File: src/rtl/aho_pkg.sv
// Shared Aho-Corasick types and widths.
// Used by the goto-table builder and the goto lookup RAM.
package aho_pkg;

    localparam int ENTRIES = 32;
    localparam int ADDR_W  = 5;
    localparam int STATE_W = 8;
    localparam int CHAR_W  = 4;

    localparam logic [STATE_W-1:0] ROOT_STATE = '0;

    typedef struct packed {
        logic [STATE_W-1:0] current_state;
        logic [CHAR_W-1:0]  chara;
        logic [STATE_W-1:0] next_state;
    } goto_entry_t;

    typedef enum logic [1:0] {
        ST_IDLE,
        ST_SEARCH,
        ST_WRITE,
        ST_ERR
    } build_state_e;

    function automatic logic entry_hit(input goto_entry_t e,
                                       input logic [STATE_W-1:0] state,
                                       input logic [CHAR_W-1:0] chara);
        return (e.current_state == state) && (e.chara == chara);
    endfunction

endpackage

File: src/rtl/goto_shadow_mem.sv
// Builder-private copy of the goto table: one write port and one
// combinational read port, both indexed by entry address.
module goto_shadow_mem
    import aho_pkg::*;
(
    input  logic              CLK,
    input  logic              we_i,
    input  logic [ADDR_W-1:0] waddr_i,
    input  goto_entry_t       wdata_i,
    input  logic [ADDR_W-1:0] raddr_i,
    output goto_entry_t       rdata_o
);

    logic [STATE_W-1:0] cur_mem_q  [ENTRIES];
    logic [CHAR_W-1:0]  char_mem_q [ENTRIES];
    logic [STATE_W-1:0] next_mem_q [ENTRIES];

    // NOTE: the arrays have no reset; rows at or above ENTRY_COUNT are never read for a compare.
    always_ff @(posedge CLK) begin
        if (we_i) begin
            cur_mem_q[waddr_i]  <= wdata_i.current_state;
            char_mem_q[waddr_i] <= wdata_i.chara;
            next_mem_q[waddr_i] <= wdata_i.next_state;
        end
    end

    always_comb begin
        rdata_o.current_state = cur_mem_q[raddr_i];
        rdata_o.chara         = char_mem_q[raddr_i];
        rdata_o.next_state    = next_mem_q[raddr_i];
    end

endmodule

File: src/rtl/goto_table_builder.sv
// Goto-table writer: walks the trie one keyword character at a time and
// allocates a new state plus one table row for every unmatched transition.
module goto_table_builder
    import aho_pkg::*;
(
    input  logic               CLK,
    input  logic               RST,
    input  logic [CHAR_W-1:0]  CHAR_IN,
    input  logic               CHAR_VALID,
    input  logic               CHAR_LAST,
    output logic               CHAR_READY,
    output logic               WR_EN,
    output logic [ADDR_W-1:0]  WR_ADDR,
    output logic [STATE_W-1:0] WR_CURRENT_STATE,
    output logic [CHAR_W-1:0]  WR_CHARA,
    output logic [STATE_W-1:0] WR_NEXT_STATE,
    output logic               KW_DONE,
    output logic [STATE_W-1:0] KW_STATE,
    output logic [ADDR_W:0]    ENTRY_COUNT,
    output logic               FULL_ERR
);

    localparam logic [ADDR_W:0] FULL_COUNT = (ADDR_W+1)'(ENTRIES);

    build_state_e       state_q, state_d;
    logic [STATE_W-1:0] cur_state_q, cur_state_d;
    logic [STATE_W-1:0] free_state_q, free_state_d;
    logic [ADDR_W-1:0]  scan_q, scan_d;
    logic [CHAR_W-1:0]  char_q, char_d;
    logic               last_q, last_d;
    logic [ADDR_W:0]    count_q, count_d;
    logic [ADDR_W-1:0]  wr_addr_q, wr_addr_d;
    goto_entry_t        wr_row_q, wr_row_d;
    logic               kw_done_q, kw_done_d;
    logic [STATE_W-1:0] kw_state_q, kw_state_d;
    logic               full_err_q, full_err_d;

    goto_entry_t shadow_rd;
    logic        overflow;
    logic        hit;
    logic        scan_end;
    logic        enter_write;
    logic        wr_fire;

    // Table full, or the next state number would be the last representable one.
    assign overflow = (count_q == FULL_COUNT) || (free_state_q == '1);
    assign hit      = entry_hit(shadow_rd, cur_state_q, char_q);
    assign scan_end = ({1'b0, scan_q} == count_q - (ADDR_W+1)'(1));
    assign wr_fire  = (state_q == ST_WRITE) && !overflow;

    goto_shadow_mem u_shadow (
        .CLK     (CLK),
        .we_i    (wr_fire),
        .waddr_i (wr_addr_q),
        .wdata_i (wr_row_q),
        .raddr_i (scan_q),
        .rdata_o (shadow_rd)
    );

    // NOTE: every next-state value takes its hold value first so no path leaves it unassigned (no latches).
    always_comb begin
        state_d      = state_q;
        cur_state_d  = cur_state_q;
        free_state_d = free_state_q;
        scan_d       = scan_q;
        char_d       = char_q;
        last_d       = last_q;
        count_d      = count_q;
        wr_addr_d    = wr_addr_q;
        wr_row_d     = wr_row_q;
        kw_done_d    = 1'b0;
        kw_state_d   = kw_state_q;
        full_err_d   = full_err_q;
        enter_write  = 1'b0;

        unique case (state_q)
            ST_IDLE: begin
                if (CHAR_VALID) begin
                    char_d = CHAR_IN;
                    last_d = CHAR_LAST;
                    scan_d = '0;
                    if (count_q != '0) begin
                        state_d = ST_SEARCH;
                    end else begin
                        state_d     = ST_WRITE;
                        enter_write = 1'b1;
                    end
                end
            end
            ST_SEARCH: begin
                if (hit) begin
                    state_d = ST_IDLE;
                    if (last_q) begin
                        kw_done_d   = 1'b1;
                        kw_state_d  = shadow_rd.next_state;
                        cur_state_d = ROOT_STATE;
                    end else begin
                        cur_state_d = shadow_rd.next_state;
                    end
                end else if (scan_end) begin
                    state_d     = ST_WRITE;
                    enter_write = 1'b1;
                end else begin
                    scan_d = scan_q + 1'b1;
                end
            end
            ST_WRITE: begin
                if (overflow) begin
                    full_err_d = 1'b1;
                    state_d    = ST_ERR;
                end else begin
                    count_d      = count_q + 1'b1;
                    free_state_d = free_state_q + 1'b1;
                    state_d      = ST_IDLE;
                    if (last_q) begin
                        kw_done_d   = 1'b1;
                        kw_state_d  = free_state_q;
                        cur_state_d = ROOT_STATE;
                    end else begin
                        cur_state_d = free_state_q;
                    end
                end
            end
            ST_ERR: begin
                state_d = ST_ERR;
            end
            default: begin
                state_d = ST_IDLE;
            end
        endcase

        // Row registers load on entry to WRITE so they are stable for the whole strobe.
        if (enter_write && !overflow) begin
            wr_addr_d               = count_q[ADDR_W-1:0];
            wr_row_d.current_state  = cur_state_q;
            wr_row_d.chara          = char_d;
            wr_row_d.next_state     = free_state_q;
        end
    end

    // NOTE: state registers use non-blocking assignments so every register samples pre-edge values.
    always_ff @(posedge CLK) begin
        if (RST) begin
            state_q      <= ST_IDLE;
            cur_state_q  <= ROOT_STATE;
            free_state_q <= STATE_W'(1);
            scan_q       <= '0;
            char_q       <= '0;
            last_q       <= 1'b0;
            count_q      <= '0;
            wr_addr_q    <= '0;
            wr_row_q     <= '0;
            kw_done_q    <= 1'b0;
            kw_state_q   <= '0;
            full_err_q   <= 1'b0;
        end else begin
            state_q      <= state_d;
            cur_state_q  <= cur_state_d;
            free_state_q <= free_state_d;
            scan_q       <= scan_d;
            char_q       <= char_d;
            last_q       <= last_d;
            count_q      <= count_d;
            wr_addr_q    <= wr_addr_d;
            wr_row_q     <= wr_row_d;
            kw_done_q    <= kw_done_d;
            kw_state_q   <= kw_state_d;
            full_err_q   <= full_err_d;
        end
    end

    assign CHAR_READY       = (state_q == ST_IDLE);
    assign WR_EN            = wr_fire;
    assign WR_ADDR          = wr_addr_q;
    assign WR_CURRENT_STATE = wr_row_q.current_state;
    assign WR_CHARA         = wr_row_q.chara;
    assign WR_NEXT_STATE    = wr_row_q.next_state;
    assign KW_DONE          = kw_done_q;
    assign KW_STATE         = kw_state_q;
    assign ENTRY_COUNT      = count_q;
    assign FULL_ERR         = full_err_q;

endmodule
File: config.mk
export PLATFORM = sky130hd
export DESIGN_NAME = goto_table_builder
export DESIGN_NICKNAME = d
export VERILOG_FILES = /design/src/rtl/aho_pkg.sv /design/src/rtl/goto_shadow_mem.sv /design/src/rtl/goto_table_builder.sv
export SDC_FILE = /design/constraint.sdc
export NUM_CORES = 1
export LEC_CHECK = 0
export CORE_UTILIZATION = 36
export CTS_CLUSTER_DIAMETER = 150
export DETAILED_ROUTE_END_ITERATION = 6
export DONT_BUFFER_PORTS = 1
export HOLD_SLACK_MARGIN = 0.03
export PLACE_DENSITY = 0.59
export REMOVE_ABC_BUFFERS = 1
export SYNTH_ARGS = -nofsm -noshare
export SYNTH_HDL_FRONTEND = slang
export SYNTH_SLANG_ARGS = --single-unit
File: constraint.sdc
create_clock -name CLK -period 4.4 [get_ports CLK]
set_input_delay 0.44 -clock CLK [delete_from_list [all_inputs] [get_ports CLK]]
set_output_delay 0.44 -clock CLK [all_outputs]
set_load 0.02 [all_outputs]
After elaboration in Yosys (flattened, before gate mapping):

Memories as Yosys holds them, arrays and structs flattened. A register that Yosys moved wholly into a read port is not among the register bits.
Index checks and enable logic that the tools add are counted.
W data, S select, Z words.

* register bits after elaboration: 69
* memory bits (writable): 640
* output and inout port bits: 43
* memories: 3

Memory list
* u_shadow.cur_mem_q: words 32, width 8, rd ports 1, clocked after memory_dff 1, write ports 1, RTL line goto_shadow_mem.sv:14 `logic [STATE_W-1:0] cur_mem_q [ENTRIES];`
* u_shadow.next_mem_q: words 32, width 8, rd ports 1, clocked after memory_dff 1, write ports 1, RTL line goto_shadow_mem.sv:16 `logic [STATE_W-1:0] next_mem_q [ENTRIES];`
* u_shadow.char_mem_q: words 32, width 4, rd ports 1, clocked after memory_dff 1, write ports 1, RTL line goto_shadow_mem.sv:15 `logic [CHAR_W-1:0] char_mem_q [ENTRIES];`

* add/subtract/negate cells: 4
* equality and inequality tests: 16
* multiplexer cells: 39
* bitwise operators: 1
* reductions and logical operators: 16

Operator list (number)
* $mux W8: 8
* $mux W5: 9
* $pmux W8 S2: 2
* $ne A2 B2 Y1 const B: 7
* $mux W2: 5
* $pmux W5 S2: 1
* $mux W1: 9
* $add A8 B1 Y8 const B: 1
* $eq A8 B8 Y1: 1
* $eq A8 B8 Y1 const B: 1
* $mux W4: 2
* $pmux W2 S4: 1
* $reduce_and A2 Y1: 4
* $add A6 B1 Y6 const B: 1
* $eq A5 B6 Y1: 1
* $eq A6 B6 Y1 const B: 1
* $reduce_bool A6 Y1: 1
* $sub A6 B1 Y6 const B: 1
* $add A5 B1 Y5 const B: 1
* $reduce_and A5 Y1: 1
* $eq A2 B2 Y1 const B: 2
* $eq A4 B4 Y1: 1
* $pmux W1 S2: 2
* $reduce_and A4 Y1: 1
* 9 further kinds: 12

Longest topological paths before layout:

Gate-level depths: netlist of the first run.

* depth in word-level cells: 7
* depth in mapped cells: 15
* gate-level depth less buffers: 11

Modules after synthesis:

From an unflattened synthesis of the first run, not the netlist that was laid out.

* cells, all modules: 1783
* area total of the unflattened synthesis: 28498.6 µm²

Modules (own cells, without submodules)
* goto_shadow_mem: times used 1, cells each 1395, area an instance 25151.6 µm²
* goto_table_builder: times used 1, cells each 388, area an instance 3347.0 µm²

Worst setup path after synthesis of the first run:

No wires, ideal clock.

* path type: register to register
* start: register count_q[0] (netlist: ENTRY_COUNT[0])
* end: memory u_shadow.char_mem_q[31][0] (enable)
* setup time: 0.397 ns
* arrival: 3.173 ns
* required time: 4.003 ns
* slack: 0.830 ns
* stages on the path, launching flop included: 11
* clock period less this slack: 3.570 ns
* cell sequence: dfxtp_1 inv_1 ha_1 nand2_1 nor2_1 a21oi_1 nand2_1 inv_1 buf_1 nand3_1 nor2_1

* longest elaborated chain between the ends: 6

RTL lines
* from (decl): RTL line goto_table_builder.sv:31 `logic [ADDR_W:0] count_q, count_d;`
* from (signal assigned): RTL line goto_table_builder.sv:163 `count_q <= count_d;`
* $eq A6 B6 Y1: RTL line goto_table_builder.sv:46 `assign overflow = (count_q == FULL_COUNT) || (free_state_q == '1);`
* $logic_or A1 B1 Y1: RTL line goto_table_builder.sv:46
* $logic_not A1 Y1: RTL line goto_table_builder.sv:49 `assign wr_fire = (state_q == ST_WRITE) && !overflow;`
* $logic_and A1 B1 Y1: RTL line goto_table_builder.sv:49
* net WR_EN: RTL line goto_table_builder.sv:12 `output logic WR_EN,`
* $mux W1: RTL line goto_shadow_mem.sv:20 `if (we_i) begin`
* $mux W1 (implied by the code): RTL line goto_shadow_mem.sv:22 `char_mem_q[waddr_i] <= wdata_i.chara;`
* to (decl): RTL line goto_shadow_mem.sv:15

The timed path passes the listed nets, and every way through them passes these cells.

==> flow_summary.toml, run 1 <==
[finish]
register_area_mm2 = 0.02071
post-route-util_pct = 41.97
final_cell_mix = "edfxtp_1 (640), mux2i_1 (183), buf_4 (99), mux4_2 (93), clkbuf_16 (79)"
fin_area_mm2 = 0.03273
multi_input_area_mm2 = 0.007345
drive_above_1_share_pct = 21.33
fillCellCount = 6895
antenna_cells = 0
final_common_cell = "edfxtp_1"
syn_to_final_growth_pct = 14.63
nets = 1734

[route]
num_vias = 15100
antenna_left = 0
firstDrtPassIters = 5
drc = 0
drt_wl_total_um = 71310
viasPerCell = 5.368
wire_per_inst_um = 25.36
drtIter0Drc = 1294

[floorplanning]
fp.coreArea_mm2 = 0.07798
pin_count = 51
initial_core_util_pct = 36.61
dieArea_mm2 = 0.08044
dieHeight_um = 283.6
placementRows = 102
dieWidth_um = 283.6

[timing]
rsz0062_at_grt = "false"
slew_headroom_pct = 31.32
slew_viol_final = 0
max_freq_mhz = 261.5
fin_crit_sh_pct = 86.91
worst_pin_slew_ns = 1.029
hold_viol = 0
fin_crit_ns = 3.824
fin_skew_ns = 0.01950
setup_viol_count_final = 0

[placement]
numPortBuffers = 0
dp_hpwl_um = 44870
place_area_mm2 = 0.03033
gp_congestion = 0.8648

[global_route]
grt_first_pass_wirelength_um = 105100
grt.total_usage_pct = 17.74
grt_max_degree = 72
grt_overflow_total = 0
grt_pass1_vias = 15380
antenna_found_initial = 2

[clock_tree]
clock_path_buffers = 3
cts-buffers-inserted = 72
h-tree-depth = 3
post-cts-setup-buffers = 0
clock-root-buffer = "clkbuf_16"
cts_tree = "yes"
insertion_delay_ns = 0.61
clkSinkCount = 714
path_clk_slew_ns = 0.06

[synth]
synthFlopType = "edfxtp_1"
synthTopCellsByArea = "edfxtp_1 (67%), mux4_2 (7.3%), mux2i_1 (6.4%)"
yosys_warnings = 0
yosysSeqAreaShare_pct = 72.50
ys_ff_latch = 714
synth_edf_count = 640
synth_area_per_cell_um2 = 17.61
synth_top_area_share_pct = 67.31
synthDistinctLibCells = 63
synth_top_area_cell = "edfxtp_1"
synth-async-reset-ratio_pct = 0
synth_cells = 1621
synth_area_mm2 = 0.02855

[worst_setup_path]
crit_type = "reg -> reg"
start_kind = "register"
required_ns = 4.89
crit_fanout = 43
cp.arrival_ns = 4.31
cp-end-kind = "register"

[run]
cap_violations = 0

[power]
leakage_nw = 9.830
ir_worst_vdd_mv = 0.3407
powerDensity_mw_per_mm2 = 476.3

[worst_hold_path]
min_path_type = "in -> reg"

[run_status]
status = "completed"
## layer usage
layer | routed length (µm) | track usage [%]
met1 | 30400 | 23.82
met2 | 35250 | 29.30
met3 | 4234 | 3.609
met4 | 1407 | 4.730
met5 | 13 | 0
## report_power, final
| part | total (mW) | internal [mW] | switching (mW) |
|---|---|---|---|
| Sequential | 7.91 | 7.67 | 0.234 |
| Clock | 6.00 | 3.48 | 2.51 |
| Combinational | 1.69 | 0.609 | 1.08 |
## through the flow
step | setup TNS [ns] | hold WS [ns] | setup WS, ns | power (mW) | std cells
after floorplan | -217.62 | 0.4550 | -4.445 | 9.085 | 1528
after global placement | 0 | 0.4645 | 0.6390 | 9.676 | 2677
after detailed placement | 0 | 0.4675 | 0.5779 | 9.718 | 2677
after CTS | 0 | 0.03545 | 0.5461 | 15.70 | 2812
after global routing | 0 | 0.04550 | 0.3264 | 16.11 | 2812
final | 0 | 0.06895 | 0.5759 | 15.59 | 2812
## state kept, by name, summed over array words and instances (netlist names), 8 cells and up, named ones only
signal / cells
u_shadow.next_mem_q: 256
WR_CURRENT_STATE: 8
free_state_q: 8
u_shadow.cur_mem_q: 256
cur_state_q: 8
WR_NEXT_STATE: 8
u_shadow.char_mem_q: 128
KW_STATE: 8
## repair_timing
item,4_1_cts,5_1_grt
endpoints found under the hold margin,52,0
hold buffers,7,0
resized for setup,0,0
## critical path, cell delays in order (launching register included)
cell and delay [ns]:
dfxtp_4 0.84, buf_4 0.42, mux2i_1 0.23, a22oi_1 0.10
a32oi_1 0.21, mux2i_1 0.11, xnor2_1 0.28, o2111a_1 0.36
a41oi_4 0.28, nor3_4 0.45, mux2_2 0.39
## cell families (layout without fill, tap and decap cells)
group                    count (synthesis)  after routing  synth area share (%)
AND/OR/NAND/NOR                        304            304                 5.434
multiplexers                           295            295                 14.50
XOR/XNOR                                24             24                0.8020
AO/OA/AOI/OAI                          174            174                 4.325
adder cells (fa/ha/maj)                  8              8                0.3506
buffers and inverters                  102            253                 2.086
flip-flops                             714            714                 72.50
## Yosys cell counts (4+ instances only)
cell	count
edfxtp_1	640
mux2i_1	183
mux4_2	93
dfxtp_1	74
nand2_1	72
nor2_1	70
a22oi_1	52
a21oi_1	48
nand2b_1	47
nand3_1	33
buf_2	28
clkbuf_1	24
buf_4	23
nor2b_1	23
mux2_2	19
o21ai_0	18
nand4_1	16
xnor2_1	15
buf_6	12
or4_1	10
ha_1	8
inv_1	8
xor2_1	8
o211ai_1	7
or3_1	7
a221oi_1	6
nor3_1	6
buf_1	5
nand3b_1	5
a211oi_1	4
a32oi_1	4
and4_1	4
## layout make-up
cell class              instances  area share (%)
clock inverters                34          0.7684
multi-input cells             805           22.44
inverters                       9          0.1032
flip-flops and latches        714           63.28
repair buffers                116           3.127
clock buffers                  94           6.304
well taps                    1040           3.976
## final timing paths
check / from / to / slack, ns / cells after the start
worst max-delay path: register / KW_STATE[6]$_SDFFE_PP0P_ / 0.58 / 10
worst min-delay path: RST / WR_CURRENT_STATE[7]$_SDFFE_PP0P_ / 0.07 / 2
worst max register to register: register / KW_STATE[6]$_SDFFE_PP0P_ / 0.58 / 10
worst min register to register: WR_CURRENT_STATE[2]$_SDFFE_PP0P_ / WR_CURRENT_STATE[2]$_SDFFE_PP0P_ / 0.47 / 2
(Power assumes the default switching activity.)
==> run 2: changes to the inputs <==
- CORE_UTILIZATION: 36 -> 63
- PLACE_DENSITY: 0.59 -> 0.88
==> run 2 against run 1 <==
Against the previous run:
- worst setup slack worse by 0.34 ns
- register-to-register slack got worse by 0.34 ns
- worst hold slack worse by 0.020 ns
- sequential power grew 0.5%
- first-iteration DRC count grew 84%
- critical endpoint is now WR_NEXT_STATE[0]$_SDFFE_PP0P_
- sequential share of layout area increased by 1.9 points
- clock power shrank 9.3%
- highest routed layer is now met4
==> flow_summary.toml, run 2 (synthesized netlist as in run 1, its figures left out) <==
[run]
cap_violations = 0

[run_status]
status = "completed"

[placement]
gp_congestion = 0.8500
placedCellCount = 2198
dp_hpwl_um = 41480
numPortBuffers = 0

[global_route]
grt_pass1_vias = 16370
grt_first_pass_wirelength_um = 105800
antenna_found_initial = 1
grt_max_degree = 64
grt_overflow_total = 0
grt.total_usage_pct = 31.93

[clock_tree]
cts_tree = "yes"
h-tree-depth = 3
cts.repair.resized = 0
cts-buffers-inserted = 68
clkSinkCount = 714
insertion_delay_ns = 0.60
clock_path_buffers = 3
clock-root-buffer = "clkbuf_16"
path_clk_slew_ns = 0.06

[worst_setup_path]
cp.arrival_ns = 4.64
cp-end-kind = "register"
required_ns = 4.87
reg2reg_depth = 11
r2r_end = "WR_NEXT_STATE[0]$_SDFFE_PP0P_"
crit_fanout = 25
start_kind = "register"
rrSetupSlack_ns = 0.24
crit_type = "reg -> reg"

[power]
p_sw_share_pct = 25.05
switchingPower_mw = 3.765
power_mw = 15.03
leakage_nw = 9.577
p_int_mw = 11.26
pwr-share-clk_pct = 36.2
seqPwrFrac_pct = 52.9
power_frac_comb_pct = 10.9
powerDensity_mw_per_mm2 = 472.8
ir_worst_vdd_mv = 0.5565

[floorplanning]
dieArea_mm2 = 0.04618
pin_count = 51
dieHeight_um = 214.9
fp.coreArea_mm2 = 0.04441
dieWidth_um = 214.9
placementRows = 77
initial_core_util_pct = 64.28

[timing]
slew_viol_final = 0
slew_headroom_pct = 8.769
worst_pin_slew_ns = 1.367
setup_viol_count_final = 0
fin_crit_sh_pct = 94.65
max_freq_mhz = 240.1
fin_crit_ns = 4.165
hold_viol = 0
fin_skew_ns = 0.02076
rsz0062_at_grt = "false"

[finish]
final_common_cell = "edfxtp_1"
drive_above_1_share_pct = 19.29
syn_to_final_growth_pct = 11.35
nets = 1702
antenna_cells = 0
layout.cells.non_filler = 2329
final_cell_mix = "edfxtp_1 (640), mux2i_1 (183), mux4_2 (93), nand2_1 (72), dfxtp_1 (71)"
largest_registers = "u_shadow.cur_mem_q: 256 flops, u_shadow.next_mem_q: 256 flops, u_shadow.char_mem_q: 128 flops"

[route]
wire_per_inst_um = 31.49
drt_wl_total_um = 73350
drtIter0Drc = 2382
drc = 0
antenna_left = 0
viasPerCell = 7.000
firstDrtPassIters = 5
num_vias = 16300

[worst_hold_path]
min_path_type = "in -> reg"
hold_start = "RST"
holdPathEnd = "WR_CURRENT_STATE[1]$_SDFFE_PP0P_"
whs_path_depth = 2
[run 2: cell types whose count changed in the layout (fill, tap and decap cells not counted), moves of 4 or more]
cell / delta
clkinv_2: -4
buf_4: -37
clkbuf_16: -10
clkbuf_1: +7
buf_12: +7
[run 2: worst max path at each step]
stage | startpoint | endpoint | slack [ns] | cells after the start
floorplan | register | WR_CHARA[0]$_SDFFE_PP0P_ | -4.45 | 7
global placement | register | WR_NEXT_STATE[6]$_SDFFE_PP0P_ | 0.43 | 11
detailed placement | register | WR_NEXT_STATE[0]$_SDFFE_PP0P_ | 0.22 | 11
CTS | register | KW_STATE[2]$_SDFFE_PP0P_ | 0.19 | 10
global route | register | WR_NEXT_STATE[0]$_SDFFE_PP0P_ | 0.13 | 11
finish | register | WR_NEXT_STATE[0]$_SDFFE_PP0P_ | 0.24 | 11
[run 2: power by group through the flow]
stage | clock network [mW] | registers, mW | logic (mW)
6_report | 5.44 | 7.95 | 1.64
5_1_grt | 5.72 | 7.96 | 1.72
4_1_cts | 5.45 | 7.95 | 1.60
3_5_place_dp | 0 | 8.09 | 1.56
3_3_place_gp | 0 | 8.07 | 1.50
2_1_floorplan | 0 | 8.10 | 0.990
[run 2: cell type report]
type                            count  area, µm²
Clock inverter                     30      196.4
Tap cell                          592      740.7
Clock buffer                       91       1824
Fill cell                        2446      12620
Multi-Input combinational cell    805       7343
Timing Repair Buffer               88      940.9
Sequential cell                   714      20710
Inverter                            9      33.78
[run 2: per-layer routing]
layer	vias up	track usage (%)	part of all wire, %
li1	6532	-	-
met1	8113	40.18	34
met2	1321	51.92	49
met3	336	7.657	12
met4	0	16.76	6.1
met5	-	0	0
[run 2: metrics by stage]
| stage | setup TNS, ns | hold WS [ns] | worst slack [ns] | cell area [µm²] | utilization (%) |
|---|---|---|---|---|---|
| 2_1_floorplan | -217.62 | 0.4550 | -4.445 | 27990 | - |
| 3_3_place_gp | 0 | 0.4642 | 0.4287 | 29610 | 66.68 |
| 3_5_place_dp | 0 | 0.4818 | 0.2179 | 29610 | 66.68 |
| 4_1_cts | 0 | 0.03045 | 0.1852 | 31710 | 71.39 |
| 5_1_grt | 0 | 0.04428 | 0.1274 | 31790 | 71.58 |
| 6_report | 0 | 0.04925 | 0.2353 | 31790 | 71.58 |
[run 2: critical path, stage by stage, from the launching register on]
cell and delay, ns:
dfxtp_4 0.67, buf_4 0.32, nor2b_1 0.30, a22oi_1 0.16, nand4_1 0.12, nand4_1 0.19
xnor2_1 0.48, o2111a_1 0.47, nand4_1 0.20, a41o_1 0.57, buf_4 0.36, mux2i_1 0.15
[run 2: repair_timing]
item	CTS	global route
buffers inserted	0	2
hold endpoints to repair	40	1
endpoints found under the setup margin	0	20
hold buffers	6	1
